===== src/rtl/ct_l2cache_dirty_pkg.sv =====
// Shared types and helpers for the L2 dirty-array access controller.
// Holds the way/field geometry, FSM encoding and the write-mask expansion.
package ct_l2cache_dirty_pkg;

  localparam int unsigned WAY_NUM = 16;
  localparam int unsigned FIELD_W = 9;
  localparam int unsigned DATA_W  = WAY_NUM * FIELD_W;

  typedef enum logic {
    ST_INIT = 1'b0,
    ST_RUN  = 1'b1
  } dirty_state_t;

  typedef struct packed {
    logic [DATA_W-1:0] din;
    logic [DATA_W-1:0] wen;
  } dirty_wr_t;

  // Replicate the field into every selected way; write enables are active-low.
  function automatic dirty_wr_t way_expand(input logic [WAY_NUM-1:0] way,
                                           input logic [FIELD_W-1:0] field);
    dirty_wr_t r;
    r.din = '0;
    r.wen = '1;
    for (int unsigned w = 0; w < WAY_NUM; w++) begin
      if (way[w]) begin
        r.din[w*FIELD_W +: FIELD_W] = field;
        r.wen[w*FIELD_W +: FIELD_W] = '0;
      end
    end
    return r;
  endfunction

endpackage


===== src/rtl/ct_l2cache_dirty_ctrl_if.sv =====
// Pipeline-side and array-side signals of the dirty-array controller.
// slave is the controller's view; master is the pipeline + SRAM wrapper view.
interface ct_l2cache_dirty_ctrl_if
  import ct_l2cache_dirty_pkg::*;
#(
  parameter int unsigned TAG_INDEX_WIDTH = 9
);

  logic                       rd_req;
  logic [TAG_INDEX_WIDTH-1:0] rd_idx;
  logic                       rd_gnt;
  logic                       rd_vld;
  logic [DATA_W-1:0]          rd_data;
  logic                       wr_req;
  logic [TAG_INDEX_WIDTH-1:0] wr_idx;
  logic [WAY_NUM-1:0]         wr_way;
  logic [FIELD_W-1:0]         wr_field;
  logic                       wr_gnt;
  logic                       inv_all_req;
  logic                       init_busy;
  logic                       dirty_cen;
  logic                       dirty_gwen;
  logic [TAG_INDEX_WIDTH-1:0] dirty_idx;
  logic [DATA_W-1:0]          dirty_din;
  logic [DATA_W-1:0]          dirty_wen;
  logic [DATA_W-1:0]          dirty_dout;

  modport slave (
    input  rd_req, rd_idx, wr_req, wr_idx, wr_way, wr_field, inv_all_req, dirty_dout,
    output rd_gnt, rd_vld, rd_data, wr_gnt, init_busy,
           dirty_cen, dirty_gwen, dirty_idx, dirty_din, dirty_wen
  );

  modport master (
    output rd_req, rd_idx, wr_req, wr_idx, wr_way, wr_field, inv_all_req, dirty_dout,
    input  rd_gnt, rd_vld, rd_data, wr_gnt, init_busy,
           dirty_cen, dirty_gwen, dirty_idx, dirty_din, dirty_wen
  );

endinterface


===== src/rtl/ct_l2cache_dirty_arb.sv =====
// Read/write arbiter for the single-port dirty array.
// Reads win unless the write has lost WR_STARVE_MAX times in a row.
module ct_l2cache_dirty_arb #(
  parameter int unsigned WR_STARVE_MAX = 4
) (
  input  logic clk,
  input  logic rst_n,
  input  logic en,
  input  logic rd_req,
  input  logic wr_req,
  output logic rd_gnt_c,
  output logic wr_gnt_c
);

  localparam int unsigned STARVE_W = $clog2(WR_STARVE_MAX + 1);

  logic [STARVE_W-1:0] starve_q;
  logic [STARVE_W-1:0] starve_d;
  logic                force_wr;

  assign force_wr = (starve_q == STARVE_W'(WR_STARVE_MAX));

  // Grants are combinational in the request cycle; the counter only moves on a lost write.
  always_comb begin
    wr_gnt_c = en & wr_req & (~rd_req | force_wr);
    rd_gnt_c = en & rd_req & ~wr_gnt_c;
    starve_d = starve_q;
    if (!wr_req || wr_gnt_c) begin
      starve_d = '0;
    end else if (rd_gnt_c && !force_wr) begin
      starve_d = starve_q + 1'b1;
    end
  end

  always_ff @(posedge clk) begin
    if (!rst_n) begin
      starve_q <= '0;
    end else begin
      starve_q <= starve_d;
    end
  end

endmodule


===== src/rtl/ct_l2cache_dirty_ctrl.sv =====
// Dirty-array access controller: clear sweep, read/write arbitration and
// registered SRAM control with a two-cycle read return.
module ct_l2cache_dirty_ctrl
  import ct_l2cache_dirty_pkg::*;
#(
  parameter int unsigned TAG_INDEX_WIDTH = 9,
  parameter int unsigned WR_STARVE_MAX   = 4
) (
  input logic                    forever_cpuclk,
  input logic                    cpurst_b,
  ct_l2cache_dirty_ctrl_if.slave bus
);

  dirty_state_t               state_q, state_d;
  logic [TAG_INDEX_WIDTH-1:0] init_cnt_q, init_cnt_d;
  logic                       cen_q, cen_d;
  logic                       gwen_q, gwen_d;
  logic [TAG_INDEX_WIDTH-1:0] idx_q, idx_d;
  logic [DATA_W-1:0]          din_q, din_d;
  logic [DATA_W-1:0]          wen_q, wen_d;
  logic                       rd_pend_q;
  logic                       rd_vld_q;
  logic [DATA_W-1:0]          rd_data_q;
  logic                       run;
  logic                       rd_gnt;
  logic                       wr_gnt;
  dirty_wr_t                  wr_exp;

  assign run    = cpurst_b & (state_q == ST_RUN);
  assign wr_exp = way_expand(bus.wr_way, bus.wr_field);

  ct_l2cache_dirty_arb #(
    .WR_STARVE_MAX (WR_STARVE_MAX)
  ) u_arb (
    .clk      (forever_cpuclk),
    .rst_n    (cpurst_b),
    .en       (run),
    .rd_req   (bus.rd_req),
    .wr_req   (bus.wr_req),
    .rd_gnt_c (rd_gnt),
    .wr_gnt_c (wr_gnt)
  );

  // Next state and next array command; the array sees it one cycle later.
  always_comb begin
    state_d    = state_q;
    init_cnt_d = init_cnt_q;
    cen_d      = 1'b1;
    gwen_d     = 1'b1;
    idx_d      = idx_q;
    din_d      = din_q;
    wen_d      = '1;
    case (state_q)
      ST_INIT: begin
        cen_d      = 1'b0;
        gwen_d     = 1'b0;
        idx_d      = init_cnt_q;
        din_d      = '0;
        wen_d      = '0;
        init_cnt_d = init_cnt_q + 1'b1;
        if (&init_cnt_q) begin
          state_d = ST_RUN;
        end
      end
      default: begin
        if (wr_gnt) begin
          // An empty way mask is accepted but leaves the array untouched.
          cen_d  = ~|bus.wr_way;
          gwen_d = ~|bus.wr_way;
          idx_d  = bus.wr_idx;
          din_d  = wr_exp.din;
          wen_d  = wr_exp.wen;
        end else if (rd_gnt) begin
          cen_d = 1'b0;
          idx_d = bus.rd_idx;
        end
      end
    endcase
    if (bus.inv_all_req) begin
      state_d    = ST_INIT;
      init_cnt_d = '0;
    end
  end

  always_ff @(posedge forever_cpuclk) begin
    if (!cpurst_b) begin
      state_q    <= ST_INIT;
      init_cnt_q <= '0;
      cen_q      <= 1'b1;
      gwen_q     <= 1'b1;
      idx_q      <= '0;
      din_q      <= '0;
      wen_q      <= '1;
      rd_pend_q  <= 1'b0;
      rd_vld_q   <= 1'b0;
      rd_data_q  <= '0;
    end else begin
      state_q    <= state_d;
      init_cnt_q <= init_cnt_d;
      cen_q      <= cen_d;
      gwen_q     <= gwen_d;
      idx_q      <= idx_d;
      din_q      <= din_d;
      wen_q      <= wen_d;
      rd_pend_q  <= rd_gnt;
      rd_vld_q   <= rd_pend_q;
      if (rd_vld_q) begin
        rd_data_q <= bus.dirty_dout;
      end
    end
  end

  // Read data passes straight from the SRAM Q and is held between valids.
  assign bus.rd_gnt     = rd_gnt;
  assign bus.wr_gnt     = wr_gnt;
  assign bus.rd_vld     = rd_vld_q;
  assign bus.rd_data    = rd_vld_q ? bus.dirty_dout : rd_data_q;
  assign bus.init_busy  = ~cpurst_b | (state_q == ST_INIT);
  assign bus.dirty_cen  = cen_q;
  assign bus.dirty_gwen = gwen_q;
  assign bus.dirty_idx  = idx_q;
  assign bus.dirty_din  = din_q;
  assign bus.dirty_wen  = wen_q;

endmodule


===== src/flat_wrapper.sv =====
// flat-port wrapper written by rule: the top's interface ports become plain ports
module ct_l2cache_dirty_ctrl_flat import ct_l2cache_dirty_pkg::*;
#(
  parameter int unsigned TAG_INDEX_WIDTH = 9,
  parameter int unsigned WR_STARVE_MAX   = 4
)
  (forever_cpuclk, cpurst_b, bus_rd_req, bus_rd_idx, bus_wr_req, bus_wr_idx, bus_wr_way, bus_wr_field, bus_inv_all_req, bus_dirty_dout, bus_rd_gnt, bus_rd_vld, bus_rd_data, bus_wr_gnt, bus_init_busy, bus_dirty_cen, bus_dirty_gwen, bus_dirty_idx, bus_dirty_din, bus_dirty_wen);
  ct_l2cache_dirty_ctrl_if #(.TAG_INDEX_WIDTH(TAG_INDEX_WIDTH)) bus_i ();
  input logic forever_cpuclk;
  input logic cpurst_b;
  input wire logic [$bits(bus_i.rd_req)-1:0] bus_rd_req;
  input wire logic [$bits(bus_i.rd_idx)-1:0] bus_rd_idx;
  input wire logic [$bits(bus_i.wr_req)-1:0] bus_wr_req;
  input wire logic [$bits(bus_i.wr_idx)-1:0] bus_wr_idx;
  input wire logic [$bits(bus_i.wr_way)-1:0] bus_wr_way;
  input wire logic [$bits(bus_i.wr_field)-1:0] bus_wr_field;
  input wire logic [$bits(bus_i.inv_all_req)-1:0] bus_inv_all_req;
  input wire logic [$bits(bus_i.dirty_dout)-1:0] bus_dirty_dout;
  output wire logic [$bits(bus_i.rd_gnt)-1:0] bus_rd_gnt;
  output wire logic [$bits(bus_i.rd_vld)-1:0] bus_rd_vld;
  output wire logic [$bits(bus_i.rd_data)-1:0] bus_rd_data;
  output wire logic [$bits(bus_i.wr_gnt)-1:0] bus_wr_gnt;
  output wire logic [$bits(bus_i.init_busy)-1:0] bus_init_busy;
  output wire logic [$bits(bus_i.dirty_cen)-1:0] bus_dirty_cen;
  output wire logic [$bits(bus_i.dirty_gwen)-1:0] bus_dirty_gwen;
  output wire logic [$bits(bus_i.dirty_idx)-1:0] bus_dirty_idx;
  output wire logic [$bits(bus_i.dirty_din)-1:0] bus_dirty_din;
  output wire logic [$bits(bus_i.dirty_wen)-1:0] bus_dirty_wen;
  assign bus_i.rd_req = bus_rd_req;
  assign bus_i.rd_idx = bus_rd_idx;
  assign bus_i.wr_req = bus_wr_req;
  assign bus_i.wr_idx = bus_wr_idx;
  assign bus_i.wr_way = bus_wr_way;
  assign bus_i.wr_field = bus_wr_field;
  assign bus_i.inv_all_req = bus_inv_all_req;
  assign bus_i.dirty_dout = bus_dirty_dout;
  assign bus_rd_gnt = bus_i.rd_gnt;
  assign bus_rd_vld = bus_i.rd_vld;
  assign bus_rd_data = bus_i.rd_data;
  assign bus_wr_gnt = bus_i.wr_gnt;
  assign bus_init_busy = bus_i.init_busy;
  assign bus_dirty_cen = bus_i.dirty_cen;
  assign bus_dirty_gwen = bus_i.dirty_gwen;
  assign bus_dirty_idx = bus_i.dirty_idx;
  assign bus_dirty_din = bus_i.dirty_din;
  assign bus_dirty_wen = bus_i.dirty_wen;
  ct_l2cache_dirty_ctrl #(.TAG_INDEX_WIDTH(TAG_INDEX_WIDTH), .WR_STARVE_MAX(WR_STARVE_MAX)) u_core (.forever_cpuclk(forever_cpuclk), .cpurst_b(cpurst_b), .bus(bus_i));
endmodule

===== config.mk =====
export PLATFORM = sky130hd
export DESIGN_NAME = ct_l2cache_dirty_ctrl_flat
export DESIGN_NICKNAME = d
export VERILOG_FILES = /design/src/rtl/ct_l2cache_dirty_pkg.sv /design/src/rtl/ct_l2cache_dirty_ctrl_if.sv /design/src/rtl/ct_l2cache_dirty_arb.sv /design/src/rtl/ct_l2cache_dirty_ctrl.sv /design/src/flat_wrapper.sv
export SDC_FILE = /design/constraint.sdc
export NUM_CORES = 1
export LEC_CHECK = 0
export BUFFER_PORTS_ARGS = -buffer_cell sky130_fd_sc_hd__buf_2
export CORE_AREA = 2 2 250 252
export CTS_CLUSTER_DIAMETER = 30
export DETAILED_ROUTE_END_ITERATION = 16
export DIE_AREA = 0 0 252 254
export PLACE_DENSITY = 0.49
export SYNTH_ARGS = -nofsm -noshare
export SYNTH_HDL_FRONTEND = slang
export SYNTH_SLANG_ARGS = --single-unit

===== constraint.sdc =====
create_clock -name forever_cpuclk -period 2.27 [get_ports forever_cpuclk]
set_input_delay 0.1135 -clock forever_cpuclk [delete_from_list [all_inputs] [get_ports forever_cpuclk]]
set_output_delay 0.1135 -clock forever_cpuclk [all_outputs]
set_load 0.01 [all_outputs]

# Word level (Yosys, flattened, before mapping)
# Index checks and enable logic that the tools add are counted.
# totals
register_bits	458
in_bits	192
out_inout_bits	447
elab_cells	81
# op_classes
addsub	2
eq_ne	2
mux	45
bitwise	11
n_reduce_logical	10
# ops
op	n
two-way mux 144 bit	3
two-way mux 9 bit	35
OR reduction 16 bit	1
adder 9 x 1 -> 9 bit (second input constant)	1
AND reduction 9 bit	1
two-way mux 1 bit	7
AND 1 bit	5
inverter 1 bit	4
OR reduction 2 bit	2
adder 3 x 1 -> 3 bit (second input constant)	1
equality test 3 bit (second input constant)	1
logical NOT 1 bit	3
inequality test 3 bit (second input constant)	1
OR 1 bit	2
AND reduction 2 bit	1
logical AND 1 bit	1
logical OR 1 bit	1

# Logic depth before layout (Yosys ltp)
# logic_depth
depth_word	8
depth_mapped	9
mapped_depth_nobuf	7

# Cells and area by module
# From an unflattened synthesis, not the netlist that was laid out.
# unflattened
hier_cells	1332
area_unflattened_um2	13160.1
# by_module_without_submodules
mod	instances	cells_per_inst	area_per_inst_um2	seq_area_each_um2
ct_l2cache_dirty_ctrl	1	1308	12962.4	6546.3
ct_l2cache_dirty_arb	1	24	197.7	60.1

# Least setup slack after synthesis
# OpenSTA, ideal clock, no wires.
# synth_path
path_kind	flip-flop to flip-flop
start	reg u_core.rd_vld_q (netlist: u_core.bus.rd_vld)
end	reg u_core.rd_data_q[0]
setup_time_ps	115
t_arrival_ps	1686
required_ps	2155
path_slack_ps	469
stages_incl_launch_ff	6
n_path_buf	3
period_less_slack_ps	1801
path_cell_list	dfxtp_1 > clkbuf_1 > clkbuf_1 > buf_2 > mux2_2 > and2_1
# synth_between
elab_chain_cells	1
# synth_lines
element	line	text
start, declared	ct_l2cache_dirty_ctrl.sv:22	logic rd_vld_q;
start signal, assigned	ct_l2cache_dirty_ctrl.sv:106	rd_vld_q <= rd_pend_q;
two-way mux 144 bit	n/a	
via bus_rd_data[0]	flat_wrapper.sv:21	output wire logic [$bits(bus_i.rd_data)-1:0] bus_rd_data;
end signal, assigned	ct_l2cache_dirty_ctrl.sv:108	rd_data_q <= bus.dirty_dout;
end, declared	ct_l2cache_dirty_ctrl.sv:23	logic [DATA_W-1:0] rd_data_q;
# The timed path passes the listed nets, and every way through them passes these cells.
# A chain may end at the register's enable or synchronous reset.

# Worst setup path after layout
# layout_path
start	reg u_core.u_arb.starve_q[0]
end	out bus_wr_gnt
# layout_between
elab_chain_cells	3
# layout_lines
element	line	text
start, declared	ct_l2cache_dirty_arb.sv:17	logic [STARVE_W-1:0] starve_q;
start signal, assigned	ct_l2cache_dirty_arb.sv:39	starve_q <= starve_d;
equality test 3 bit	ct_l2cache_dirty_arb.sv:21	assign force_wr = (starve_q == STARVE_W'(WR_STARVE_MAX));
OR 1 bit	ct_l2cache_dirty_arb.sv:25	wr_gnt_c = en & wr_req & (~rd_req | force_wr);
AND 1 bit	ct_l2cache_dirty_arb.sv:25	
end, declared	flat_wrapper.sv:22	output wire logic [$bits(bus_i.wr_gnt)-1:0] bus_wr_gnt;
# No other way between the ends.

==> flow_summary.rst <==
.. list-table::
   :header-rows: 1

   * - Metric
     - Value
   * - Number of enable-type register cells in the synthesized netlist
     - 0
   * - Pre-CTS setup slack
     - 0.248 ns
   * - Final cell count without fillers
     - about 3000
   * - Final worst-path cycle share
     - 0.933
   * - Syn nets
     - ~1600
   * - Overall power consumption
     - 19.6 mW
   * - Primary FF master, synth
     - sky130_fd_sc_hd__dfxtp_1
   * - Number of nets in the layout
     - 2329
   * - Final cell utilization of the core
     - 0.352
   * - Multi-input logic area
     - 5400 um^2
   * - R2r startpoint
     - u_core.u_arb.starve_q[0]$_SDFFE_PP0P_
   * - Final Hold Violating Endpoints
     - 0
   * - Number of buffer cells added on primary ports
     - 638
   * - Critical path fanouts, max
     - 35
   * - Num ports
     - 639
   * - Instance count after placement with tap cells included
     - 2647
   * - Effective utilization at floorplan
     - 0.221
   * - CTS Sinks
     - 330
   * - FFs w/ async S/R, synth
     - 0
   * - Layout cells sized above 1
     - 0.444
   * - Router iterations before antenna repair
     - 4
   * - Launching element type of the critical path
     - flip-flop
   * - Floorplan die width
     - 252 um
   * - Total CTS buffers
     - 83
   * - GRT Util Overall
     - 0.150
   * - Setup slack, reg-to-reg
     - 0.22 ns
   * - Cell Pwr Density
     - between 900 and 1000 nW/um^2
   * - Placed inst area
     - 16500 um^2
   * - Number of standard cells after synthesis
     - 1449
   * - Clock-pin slew on the worst setup and hold paths
     - about 0.04 ns
   * - Leakage power figure
     - 9.80 nW
   * - Clock latency on the worst-skew pair
     - 0.60 ns
   * - Total of max-cap violations
     - 0
   * - Number of H-tree levels
     - 3
   * - CTS max path bufs
     - 3
   * - Pin count of the biggest net entering global routing
     - 168
   * - Number of remaining DRC errors
     - 0
   * - Unique cell type count in the Yosys netlist
     - 39
   * - Number of global-route vias before repair
     - 12511
   * - Estimated wirelength of the detail-placed design
     - 34.1 mm
   * - Clock Root Buffer
     - sky130_fd_sc_hd__clkbuf_16
   * - Standard-cell row count
     - 91
   * - Data required time at the worst endpoint
     - 2.16 ns
   * - Number of synthesized register bits
     - 330
   * - Sequential-to-total area share from yosys stat
     - 0.487
   * - Number of nets with antenna violations after routing
     - 0
   * - Total grt overflow
     - 0
   * - Aggregate negative setup slack
     - 0 ns
   * - Critical path arrival
     - 2.00 ns
   * - Worst-case vdd ir drop
     - 0.000509 V
   * - Synth-to-layout area growth
     - 58.8%
   * - Wire per inst
     - 17.1 um
   * - Syn Std Cell Area
     - ~14000 um^2
   * - Worst flop-to-flop path endpoint
     - u_core.bus.dirty_din[75]$_SDFFE_PP0P_
   * - First-pass GRT wire length
     - around 74 mm
   * - Run status
     - complete, no violations
   * - Cells along the critical path
     - inv_2, ha_2, a21boi_2, or3_4, inv_12, buf_6
   * - Standard cell core area
     - ~61000 um^2
   * - Diodes inserted
     - 0
   * - Routed Wire Length
     - 51.3 mm
   * - Initial antenna violation count
     - 0
   * - Gpl congestion
     - 0.787
   * - Max frequency
     - roughly 0.47 GHz
   * - Ys Warns
     - 0
   * - Number of vias per cell
     - around 4.3
   * - Register Area
     - 6610 um^2
   * - PnR worst setup slack
     - 0.152 ns
   * - Worst setup path startpoint
     - u_core.u_arb.starve_q[0]$_SDFFE_PP0P_
   * - CP max stage cell
     - sky130_fd_sc_hd__or3_4
   * - Design Area, Final
     - 21500 um^2
   * - Hold slack
     - around 0.044 ns
   * - Hold Path Class
     - in2reg
   * - Worst slew slack as a fraction of its limit
     - 0.474
   * - Via count of the routed design
     - 12719
   * - Die footprint
     - between 60000 and 70000 um^2
   * - Total of fill cells in the finished design
     - around 6200
   * - Post-Route Skew
     - ~0.026 ns
   * - Cell type with the largest total area after synthesis
     - sky130_fd_sc_hd__dfxtp_1
   * - Longest individual stage delay on the worst path
     - 0.42 ns
   * - Unrepaired setup endpoints after global routing
     - no
   * - Actual transition at the worst max-transition pin
     - 0.789 ns
   * - First-iteration detailed-routing DRC count
     - 620
   * - Worst setup path category
     - reg2out
   * - Clock tree from TritonCTS
     - done
   * - Post-synthesis area per instance
     - 9.36 um^2
   * - Clock period minus worst slack
     - roughly 2.1 ns
   * - Max Transition Viols Final
     - 0
   * - Capturing instance or port of the critical path
     - bus_wr_gnt
   * - Capturing element type of the critical path
     - output pin
   * - Final setup violation count
     - 0
   * - Share of the synthesized area in the top cell type
     - 0.487
   * - Floorplan die height
     - roughly 250 um
   * - Leading post-synthesis cells by cell area
     - sky130_fd_sc_hd__dfxtp_1, sky130_fd_sc_hd__mux2_2, sky130_fd_sc_hd__buf_4, sky130_fd_sc_hd__and2_1, sky130_fd_sc_hd__nand3_1
   * - Number of cells on the worst reg-to-reg path
     - 9
==> cell usage in the layout, fill, tap and decap left out, drive strengths merged, types with 4 or more instances in the layout <==
master and count:
a21bo 16, a21oi 144, and2 146, buf 661, bufinv 16, clkbuf 110, clkinv 20, clkinvlp 5
dfxtp 330, dlygate4sd3 187, ha 4, inv 10, mux2 144, nand2 173, nand3 153, nor2 30
nor3b 7, o41ai 7, xor2 6
==> logic make-up after synthesis <==
family | Yosys count | share of synthesized area
AOI/OAI and AO/OA | 178 | 0.0750
and+or+nand+nor | 523 | 0.191
adders and majority gates | 4 | 0.00369
xor gates and xnor gates | 9 | 0.00581
buffers and inverters | 258 | 0.116
DFF | 330 | 0.487
muxes | 147 | 0.122
==> sequential cells by signal, indices dropped and copies added, names as in the netlist <==
name and cells:
u_core.u_arb.starve_q 3, u_core.bus.dirty_idx 9, u_core.bus.dirty_cen 1, u_core.bus.rd_vld 1
u_core.rd_data_q 144, u_core.init_cnt_q 9, u_core.bus.dirty_gwen 1, u_core.bus.dirty_din 144
u_core.bus.dirty_wen 16, u_core.rd_pend_q 1, u_core.state_q 1
==> per-layer routing <==
layer  GRT usage  share of wire  wire (um)
met4      0.0749          0.038       1930
met3      0.0500          0.085       4340
met5           0              0          0
met1       0.169           0.39      20200
met2       0.252           0.48      24800
==> Yosys cell counts (2+ instances only) <==
cell type / count
sky130_fd_sc_hd__buf_1: 8
sky130_fd_sc_hd__mux2i_1: 3
sky130_fd_sc_hd__nor2b_1: 2
sky130_fd_sc_hd__o41ai_1: 7
sky130_fd_sc_hd__dfxtp_1: 330
sky130_fd_sc_hd__buf_6: 11
sky130_fd_sc_hd__mux2_2: 144
sky130_fd_sc_hd__a31oi_1: 2
sky130_fd_sc_hd__nor3_1: 2
sky130_fd_sc_hd__a21oi_1: 144
sky130_fd_sc_hd__o22ai_1: 2
sky130_fd_sc_hd__clkbuf_1: 83
sky130_fd_sc_hd__nor3b_1: 7
sky130_fd_sc_hd__buf_2: 20
sky130_fd_sc_hd__ha_1: 4
sky130_fd_sc_hd__xnor2_1: 3
sky130_fd_sc_hd__inv_1: 3
sky130_fd_sc_hd__a21bo_2: 16
sky130_fd_sc_hd__nand3_1: 153
sky130_fd_sc_hd__buf_4: 131
sky130_fd_sc_hd__o21ai_0: 3
sky130_fd_sc_hd__nor2_1: 30
sky130_fd_sc_hd__nand2_1: 173
sky130_fd_sc_hd__and2_1: 145
sky130_fd_sc_hd__xor2_1: 6
sky130_fd_sc_hd__o211a_1: 2
sky130_fd_sc_hd__nor4_1: 3
==> what timing repair did <==
action,CTS,global route
setup buffers,1,1
gates cloned,2,0
resized for setup,5,7
pin swaps,1,2
hold buffers,188,0
endpoints found under the hold margin,315,0
setup endpoints to repair,7,57
==> final cells by class <==
| type | count | area share |
|---|---|---|
| multi-input combinational | 861 | 0.251 |
| clock inverter | 45 | 0.0342 |
| clock buffer | 109 | 0.109 |
| timing repair buffer | 851 | 0.251 |
| sequential | 330 | 0.307 |
| inverter | 5 | 0.00157 |
| timing repair inverter | 1 | 0.000407 |
| tap | 790 | 0.0459 |
==> critical path, delay by kind of cell, from the launching register on <==
kind            cells  cell delay, ns
simple gates        1            0.42
buf+inv             3            0.38
flops               1            0.31
fa+ha+maj           1            0.19
compound gates      1            0.06
==> worst min path at each step <==
stage	slack [ns]	cells after the start	from	to
3_5_place_dp	0.38	3	bus_wr_idx[2]	u_core.bus.dirty_idx[2]$_SDFFE_PN0P_
4_1_cts	0.006	3	bus_wr_field[8]	u_core.bus.dirty_din[116]$_SDFFE_PP0P_
2_1_floorplan	0.25	1	bus_rd_req	u_core.rd_pend_q$_SDFF_PN0_
6_report	0.04	4	bus_wr_way[12]	u_core.bus.dirty_din[116]$_SDFFE_PP0P_
3_3_place_gp	0.38	3	bus_wr_idx[0]	u_core.bus.dirty_idx[0]$_SDFFE_PN0P_
5_1_grt	0.04	4	bus_wr_way[12]	u_core.bus.dirty_din[116]$_SDFFE_PP0P_
==> where the power goes <==
part / internal, mW / total [mW] / leakage, nW / switching, mW
Sequential: 5.84 / 5.88 / 2.67 / 0.0415
Clock: 9.13 / 12.9 / 1.51 / 3.76
Combinational: 0.451 / 0.872 / 5.63 / 0.421
(Power assumes the default switching activity.)
